## config.mk

```make
export PLATFORM = sky130hd
export DESIGN_NAME = mux4_scan_ctrl
export DESIGN_NICKNAME = d
export VERILOG_FILES = /design/src/rtl/mux4_scan_ctrl_pkg.sv /design/src/rtl/mux4_scan_ctrl_dwell_counter.sv /design/src/rtl/mux4_scan_ctrl.sv
export SDC_FILE = /design/constraint.sdc
export NUM_CORES = 1
export LEC_CHECK = 0
export ABC_AREA = 1
export CAP_MARGIN = 20
export CORE_MARGIN = 4
export CORE_UTILIZATION = 52
export CTS_CLUSTER_SIZE = 14
export DETAILED_ROUTE_END_ITERATION = 12
export MAX_ROUTING_LAYER = met4
export PLACE_DENSITY = 0.76
export RECOVER_POWER = 100
export SETUP_SLACK_MARGIN = 0.3
export SYNTH_ARGS = -nofsm -noshare
export SYNTH_HDL_FRONTEND = slang
export SYNTH_SLANG_ARGS = --single-unit
```

## constraint.sdc

```tcl
create_clock -name clk -period 1.5 [get_ports clk]
set_clock_uncertainty 0.1 [all_clocks]
set_input_delay 0.3 -clock clk [delete_from_list [all_inputs] [get_ports clk]]
set_output_delay 0.3 -clock clk [all_outputs]
set_load 0.02 [all_outputs]
```

## src/rtl/mux4_scan_ctrl_pkg.sv

```systemverilog
// mux4_scan_ctrl_pkg: shared state encoding and default dwell for the 4:1 mux scan sequencer.
`default_nettype none

package mux4_scan_ctrl_pkg;

  typedef enum logic [1:0] {
    ST_IDLE = 2'd0,
    ST_SCAN = 2'd1,
    ST_DONE = 2'd2
  } state_t;

  localparam int DWELL_DEFAULT = 2;

endpackage

`default_nettype wire

```

## src/rtl/mux4_scan_ctrl_dwell_counter.sv

```systemverilog
// dwell_counter: CW-bit up counter with synchronous clear; tc flags the last cycle of a dwell.
`default_nettype none

module dwell_counter #(
  parameter int DWELL = 2,
  parameter int CW    = 8
) (
  input  logic clk,
  input  logic rst_n,
  input  logic clr,
  input  logic inc,
  output logic tc
);

  localparam logic [CW-1:0] TC_VAL = CW'(DWELL - 1);

  logic [CW-1:0] cnt;

  always_ff @(posedge clk or negedge rst_n) begin
    if (!rst_n) begin
      cnt <= '0;
    end else if (clr) begin
      cnt <= '0;
    end else if (inc) begin
      cnt <= cnt + CW'(1);
    end
  end

  assign tc = (cnt == TC_VAL);

endmodule

`default_nettype wire

```

## src/rtl/mux4_scan_ctrl.sv

```systemverilog
// mux4_scan_ctrl: steps a 4:1 mux through channels 0..3, dwelling DWELL cycles on each,
// and captures the mux output into a 4-bit snapshot with a start/busy/done handshake.
`default_nettype none

module mux4_scan_ctrl
  import mux4_scan_ctrl_pkg::*;
#(
  parameter int DWELL = DWELL_DEFAULT,
  parameter int CW    = 8
) (
  input  logic       clk,
  input  logic       rst_n,
  input  logic       start,
  input  logic       y_in,
  output logic       s0,
  output logic       s1,
  output logic       busy,
  output logic       done,
  output logic [3:0] sample
);

  state_t     state;
  logic [1:0] ch;
  logic       tc;
  logic       cnt_clr;
  logic       cnt_inc;

  // Counter sits at zero outside SCAN so the first dwell after start is full length.
  assign cnt_inc = (state == ST_SCAN);
  assign cnt_clr = (state != ST_SCAN) || tc;

  dwell_counter #(
    .DWELL (DWELL),
    .CW    (CW)
  ) u_dwell (
    .clk   (clk),
    .rst_n (rst_n),
    .clr   (cnt_clr),
    .inc   (cnt_inc),
    .tc    (tc)
  );

  always_ff @(posedge clk or negedge rst_n) begin
    if (!rst_n) begin
      state    <= ST_IDLE;
      ch       <= 2'd0;
      {s1, s0} <= 2'd0;
      busy     <= 1'b0;
      done     <= 1'b0;
      sample   <= 4'b0000;
    end else begin
      case (state)
        ST_IDLE: begin
          done <= 1'b0;
          if (start) begin
            state    <= ST_SCAN;
            ch       <= 2'd0;
            {s1, s0} <= 2'd0;
            busy     <= 1'b1;
          end
        end
        ST_SCAN: begin
          if (tc) begin
            sample[ch] <= y_in;
            ch         <= ch + 2'd1;
            {s1, s0}   <= ch + 2'd1;
            if (ch == 2'd3) begin
              state <= ST_DONE;
              busy  <= 1'b0;
              done  <= 1'b1;
            end
          end
        end
        ST_DONE: begin
          done  <= 1'b0;
          state <= ST_IDLE;
        end
        default: begin
          state <= ST_IDLE;
          busy  <= 1'b0;
          done  <= 1'b0;
        end
      endcase
    end
  end

endmodule

`default_nettype wire

```

**Word level (Yosys, flattened, before mapping)**

Index checks and enable logic that the tools add are counted.

- Add/sub/neg operators: 2
- $lt $le $gt $ge: 2
- Equality and inequality tests: 8
- Muxes and demuxes: 24
- Bitwise gates (word level): 1
- Reduce and logical (&&, ||, !) cells: 10

Operators by type and width:

| cell | count |
|---|---|
| 2-to-1 mux 8 bit | 2 |
| 2-to-1 mux 1 bit | 10 |
| 2-to-1 mux 2 bit | 5 |
| adder 8 x 1 -> 8 bit (second input constant) | 1 |
| equality test 8 x 1 -> 1 bit (second input constant) | 1 |
| case mux 2 bit (2 select lines) | 2 |
| AND reduction 3 bit | 2 |
| bitwise mux 4 bit | 1 |
| equality test 2 bit (second input constant) | 2 |
| != test 2 x 1 -> 1 bit (second input constant) | 2 |
| != test 2 bit (second input constant) | 2 |
| case mux 1 bit (2 select lines) | 2 |
| AND reduction 2 bit | 2 |
| AND reduction 4 bit | 1 |
| nonzero test 2 bit | 2 |
| less-than comparator 2 x 3 -> 1 bit (second input constant) | 1 |
| case mux 1 bit (3 select lines) | 1 |
| adder 2 x 1 -> 2 bit (second input constant) | 1 |
| demux 1 bit (select 2 bit) | 1 |
| equality test 2 x 1 -> 1 bit (second input constant) | 1 |
| >= comparator 2 x 1 -> 1 bit (second input constant) | 1 |
| logical NOT 2 bit | 1 |
| logical AND 1 bit | 1 |
| logical OR 1 bit | 1 |
| inverter 1 bit | 1 |

- Flip-flop bits (word level): 20
- Logic and storage cells: 55

**Longest topological paths before layout**

Gate-level depths: netlist of run 1.

- Depth after elaboration: 5
- Depth in mapped cells: 10
- Depth with buffers taken out: 9

**Modules after synthesis**

Synthesis of run 1 repeated with hierarchy kept, for this count alone.

- Cells, all modules: 117
- Area, all modules: 987.2 um^2

Modules (own cells, without submodules):

| module | times used | cells each | area an instance (um^2) |
|---|---|---|---|
| mux4_scan_ctrl | 1 | 55 | 531.8 |
| dwell_counter | 1 | 62 | 455.4 |

**Worst setup path after synthesis of run 1**

No wires, ideal clock.

- Path kind: register to register
- Start: register u_dwell.cnt[1]
- End: register sample[0]
- Arrival: 1.107 ns
- Required time: 1.283 ns
- Path slack: 0.176 ns
- Cell stages (with the launch flop): 11
- Path buffers: 1
- Path through: dfrtp_1 > inv_1 > ha_1 > nand2_1 > nor2_1 > nand2_2 > inv_2 > buf_6 > nand3_1 > nand2_1 > nand2_1

- Longest elaborated chain between the ends: 2

RTL lines:

| element | line | source |
|---|---|---|
| start, declared | mux4_scan_ctrl_dwell_counter.sv:17 | `logic [CW-1:0] cnt;` |
| start signal, assigned | mux4_scan_ctrl_dwell_counter.sv:25 | `cnt <= cnt + CW'(1);` |
| equality test 8 x 1 -> 1 bit | mux4_scan_ctrl_dwell_counter.sv:29 | `assign tc = (cnt == TC_VAL);` |
| AND reduction 2 bit (no source line) | -- |  |
| end signal, assigned by index | mux4_scan_ctrl.sv:64 | `sample[ch] <= y_in;` |
| end, declared | mux4_scan_ctrl.sv:19 | `output logic [3:0] sample` |

Every way passes these cells.
A chain may end at the register's enable or synchronous reset.

**Worst setup path after layout of run 1**

- Start: register u_dwell.cnt[1]
- End: register sample[3]

Same word-level chain as after synthesis.

==> flow_summary.toml, run 1 <==
[run_status]
status = "finished with violations"
violations = "setup timing"

[clock_tree]
root_buffer = "clkbuf_4"
clkTransAtPathRegs_ps = 110
max-clock-path-buffers = 2
cts_tree = "built"
cts_buffers = 3
maximum_level_of_the_cts_h_tree = 1
clock_insertion_delay_worst_skew_ps = 300
tritoncts_num_sinks = 18

[synth]
synth_cell_type_count = 21
synth-warning-count = 0
dominantRegCellSynth = "dfrtp_1"
synth_mux_area_frac = 0
edff_count_synth = 0
netlist_instances = 105
syn_area_per_cell_um2 = 8.70
yosys.area_share.adder = 0.0822
synth_sequential_area_ratio = 0.493
netlist_area_um2 = 913
synthArstFlopShare = 1.00
synthXorXnorAreaFrac = 0.00959
syn_nets = 115
synth_compound_area_frac = 0.0205
synth-simple-area-share = 0.315
main_combinational_cell_family_by_area_after_synthesis = "simple AND/OR/NAND/NOR gates"
postSynthRegisterBits = 18

[final_layout]
drive_gt1_frac = 0.341
nets = 143
layout.cells.non_filler = 148
antenna_cells = 0
area_added_between_synthesis_and_finish_pct = 32.6
layout.core_utilization = 0.768
final_cell_area_um2 = 1210

[critical_path]
worst-r2r-setup-slack_ps = -20
critical_path_arrival_ps = 1620
worst-endpoint-required_ps = 1600
critical_path.max_fanout = 6
rr_worst_depth = 9
worst_setup_path_start_kind = "flop"
worst_r2r_startpoint = "u_dwell.cnt[1]"
timing.rr.end = "sample[3]"
timing.critical_path.to_type = "flop"
timing.setup.critical_path_class = "flop to flop"

[routing]
via_per_inst = 5.47
wire_per_inst_um = 14.4
drt_iter0_drc = 14
drt-total-wl_um = 2140
route.detailed.drc = 0
postRouteAntennaNets = 0
via_count = 810
drt-pass1-iter-count = 4

[timing]
timing.final.max_slew_violations = 0
period_needed_ps = 1520
hold_violations = 0
postLayoutSetupSlackWorst_ps = -23.0
rsz0062_at_grt = "true"
worst_relative_slew_slack = 0.708
timing.setup.tns_ps = -59.6
final_report_setup_violation_count = 6
timing_worst_slew_pin_value_ps = 437
max_freq_mhz = 657
fin_crit_share = 1.02
final.hold.worst_slack_ps = 357

[flow_run]
drv_cap = 0

[die]
die_area_um2 = 2490
rows = 14
die_h_um = 49.9
initial_utilization = 0.579
number_of_ports_placed_on_the_die_boundary = 12
core_region_area_um2 = 1580
die_w_um = 49.9

[placement]
dp_hpwl_um = 1240
place.gp.congestion = 0.832
placedInstanceArea_um2 = 1040
port-buffer-count = 11
pre_cts_slack_ps = 63.5
numPlacedInstances = 132

[grt]
globalRouteTotalUtil = 0.180
grt_start_max_net_pins = 19
grt_pass1_wl_um = 3370
grt_remaining_overflow = 0
antenna_found_initial = 0
number_of_global_route_vias_before_repair = 776

[pwr]
p_leak_nw = 0.600
share_seq_of_total_power = 0.335
switching_share = 0.454
power_mw = 2.42
p_switching_mw = 1.10
cell_internal_pwr_mw = 1.32
cellPowerDensity_nw_per_um2 = 2000
ir_worst_vdd_uv = 1160
combinationalPowerShare = 0.560
pwr-share-clk = 0.105

[worst_hold_path]
worst_hold_path_type = "input port to asynchronous set/reset pin"
==> final cells by class <==
| type | count | area, µm² |
|---|---|---|
| Tap cell | 16 | 20.0 |
| Inverter | 15 | 58.8 |
| Fill cell | 105 | 365 |
| Clock buffer | 4 | 26.3 |
| Timing Repair Buffer | 24 | 159 |
| Sequential cell | 18 | 453 |
| Multi-Input combinational cell | 70 | 487 |
| Timing Repair inverter | 1 | 7.51 |
==> worst max-delay path: stages, from the launching register on <==
cell	delay, ps
dfrtp_1	390
inv_1	60
ha_2	150
nand2_1	60
nor2_1	180
nand2_2	160
inv_4	130
nand3_2	80
nand2_1	70
nand2_1	50
==> cells in the mapped netlist (2+ instances only) <==
| cell | n | area share |
|---|---|---|
| nand2_1 | 22 | 0.090 |
| nand3_1 | 11 | 0.060 |
| dfrtp_1 | 18 | 0.49 |
| nor2_1 | 11 | 0.045 |
| nor3b_1 | 2 | 0.016 |
| nor3_1 | 2 | 0.011 |
| nand2_2 | 3 | 0.021 |
| nand4_1 | 5 | 0.034 |
| inv_2 | 3 | 0.012 |
| ha_1 | 6 | 0.082 |
| inv_1 | 12 | 0.049 |
==> sequential cells by signal, summed over array words and instances, names as in the netlist <==
signal	cells
state	2
s0	1
s1	1
sample	4
busy	1
done	1
u_dwell.cnt	8
==> worst max-delay path by stage <==
stage,startpoint,end,slack (ps),depth (start not counted)
after detailed placement,u_dwell.cnt[1],sample[3],60,9
after global routing,u_dwell.cnt[1],sample[3],-90,9
final,u_dwell.cnt[1],sample[3],-20,9
after floorplan,u_dwell.cnt[1],sample[0],190,10
after global placement,s0,s0,100,1
after CTS,u_dwell.cnt[1],u_dwell.cnt[3],120,8
==> power groups by stage <==
stage                     registers (mW)  clock network, mW  logic, mW
after floorplan                    0.936                  0      0.548
after global placement             0.819                  0      0.986
after detailed placement           0.824                  0       1.02
after CTS                          0.817              0.258       1.32
after global routing               0.839              0.297       1.48
final                              0.811              0.256       1.36
==> placed cells by master, fill, tap and decap left out, types with 2 or more instances in the layout <==
cell              n
ha_1              4
inv_1            12
nand3_1           4
nand2_1          20
nor3_2            2
nor2_4            3
ha_2              2
clkbuf_4          3
nand2_2           4
nor2_1            8
buf_4            11
clkbuf_1          9
inv_2             2
nand4_1           5
dfrtp_1          16
clkdlybuf4s50_1   2
dfrtp_2           2
nand3_2           6
==> repair_timing <==
item                       in CTS  in global routing
pin swaps                       2                  5
gates resized for setup        61                 12
setup buffers                   8                  3
setup endpoints to repair      26                 26
hold buffers                    0                  0
gates cloned                    1                  0
==> layer usage <==
| layer | track usage | vias to the layer above | wire (µm) |
|---|---|---|---|
| met2 | 0.273 | 16 | 1070 |
| met3 | 0.0392 | 8 | 61 |
| li1 | - | 385 | - |
| met1 | 0.229 | 401 | 950 |
| met5 | - | - | 0 |
| met4 | 0.0829 | 0 | 54 |
==> logic make-up after synthesis <==
group,Yosys count
AO/OA/AOI/OAI,3
XOR/XNOR,1
adder cells (fa/ha/maj),6
buffers and inverters,17
flip-flops,18
AND/OR/NAND/NOR,60
No activity file was read; power rests on OpenSTA's default activity.
==> inputs of run 2 (changes only) <==
--- a/config.mk
+++ b/config.mk
@@ -15,6 +15,8 @@
 export PLACE_DENSITY = 0.76
 export RECOVER_POWER = 100
 export SETUP_SLACK_MARGIN = 0.3
+export SKIP_CTS_REPAIR_TIMING = 1
+export SLEW_MARGIN = 20
 export SYNTH_ARGS = -nofsm -noshare
 export SYNTH_HDL_FRONTEND = slang
 export SYNTH_SLANG_ARGS = --single-unit
==> flow_summary.toml, run 2 (same netlist as run 1, synthesis figures left out) <==
[timing]
rsz0062_at_grt = "true"
timing.final.max_slew_violations = 0
hold_violations = 0
postLayoutSetupSlackWorst_ps = 6.00
final_report_setup_violation_count = 0
timing_worst_slew_pin_value_ps = 439
period_needed_ps = 1490
timing.setup.tns_ps = 0
max_freq_mhz = 669
fin_crit_share = 0.996
worst_relative_slew_slack = 0.707

[grt]
grt_pass1_wl_um = 2930
antenna_found_initial = 0
grt_start_max_net_pins = 19
globalRouteTotalUtil = 0.152
number_of_global_route_vias_before_repair = 703
grt_remaining_overflow = 0

[critical_path]
critical_path_arrival_ps = 1580
rr_worst_depth = 8
timing.setup.critical_path_class = "flop to flop"
worst-endpoint-required_ps = 1580
timing.critical_path.to_type = "flop"
critical_path.max_fanout = 5
worst_setup_path_start_kind = "flop"

[clock_tree]
clock_insertion_delay_worst_skew_ps = 290
cts_buffers = 3
clkTransAtPathRegs_ps = 110
root_buffer = "clkbuf_4"
cts_tree = "built"
max-clock-path-buffers = 2
maximum_level_of_the_cts_h_tree = 1
tritoncts_num_sinks = 18

[die]
core_region_area_um2 = 1580
initial_utilization = 0.579
die_area_um2 = 2490
number_of_ports_placed_on_the_die_boundary = 12
die_h_um = 49.9
rows = 14
die_w_um = 49.9

[final_layout]
final.fill_count = 97
number_of_flip_flops_under_the_largest_register_name = 8
largest_register_by_flop_count = "u_dwell.cnt"
layout.cells.most_common = "nand2_1"
most_frequent_cells_in_the_layout = "nand2_1 (20), dfrtp_1 (16), inv_1 (11)"
antenna_cells = 0
largestRegisters = "u_dwell.cnt: 8 flops, sample: 4 flops, state: 2 flops"
area_added_between_synthesis_and_finish_pct = 34.1
total_area_of_multi_input_combinational_cells_um2 = 502
final_cell_area_um2 = 1220
drive_gt1_frac = 0.333
nets = 140
sequential_cell_area_um2 = 453

[routing]
via_per_inst = 5.67
drt_iter0_drc = 17
drt-pass1-iter-count = 4
postRouteAntennaNets = 0
drt-total-wl_um = 2190
via_count = 822
route.detailed.drc = 0
wire_per_inst_um = 15.1

[pwr]
cellPowerDensity_nw_per_um2 = 2030
ir_worst_vdd_uv = 1360
p_leak_nw = 0.616

[run_status]
status = "finished clean"

[placement]
dp_hpwl_um = 1240
placedInstanceArea_um2 = 1040
pre_cts_slack_ps = 63.5
place.gp.congestion = 0.832
port-buffer-count = 11

[worst_hold_path]
worst_hold_path_type = "input port to asynchronous set/reset pin"

[flow_run]
drv_cap = 0
run 2: changes by cell type in the layout (fill, tap and decap cells not counted), sizes merged:
| cell | before | now |
|---|---|---|
| clkbuf | 13 | 12 |
| buf | 12 | 9 |
| clkinvlp | 1 | 0 |
| inv | 15 | 16 |
| dlymetal6s2s | 0 | 1 |
run 2: worst max-delay path: stages (launching register included):
cell and delay, ps:
dfrtp_1 410, inv_1 70, ha_2 170, nand2_2 70, nor2_4 140, nand2_4 110
nand2_4 140, buf_4 130, nand3_1 60
run 2: area by class of cell:
class	instances	share of cell area
sequential	18	0.370
clock buffer	4	0.0215
timing repair buffer	21	0.126
tap	16	0.0163
timing repair inverter	1	0.00511
inverter	15	0.0521
multi-input combinational	70	0.410
run 2: path summary, 6_finish.rpt:
kind	startpoint	end	slack [ps]
max	u_dwell.cnt[1]	state[0]	6
min	rst_n	sample[2]	370
max reg2reg	u_dwell.cnt[1]	state[0]	6
min reg2reg	sample[1]	sample[1]	380
max in group asynchronous	rst_n	s1	610
min in group clk	sample[1]	sample[1]	380
run 2: metrics by stage:
stage | instances | utilization | power, mW | hold WS, ps
6_report | 145 | 0.777 | 2.49 | 367
3_3_place_gp | 132 | 0.663 | 1.81 | 356
4_1_cts | 136 | 0.679 | 2.10 | 230
3_5_place_dp | 132 | 0.663 | 1.84 | 363
2_1_floorplan | 105 | - | 1.48 | -95.6
5_1_grt | 145 | 0.777 | 2.67 | 406
run 2: metal layers:
metal / vias to the layer above / share of wire / global-route usage
li1: 382 / - / -
met1: 396 / 0.45 / 0.208
met2: 30 / 0.47 / 0.222
met3: 14 / 0.041 / 0.0301
met4: 0 / 0.039 / 0.0553
met5: - / 0 / -
run 2: power by group:
part           total (mW)  internal, mW  switching (mW)
registers           0.826         0.676           0.150
clock network       0.248         0.103           0.145
logic                1.41         0.560           0.854
total                2.49          1.34            1.15
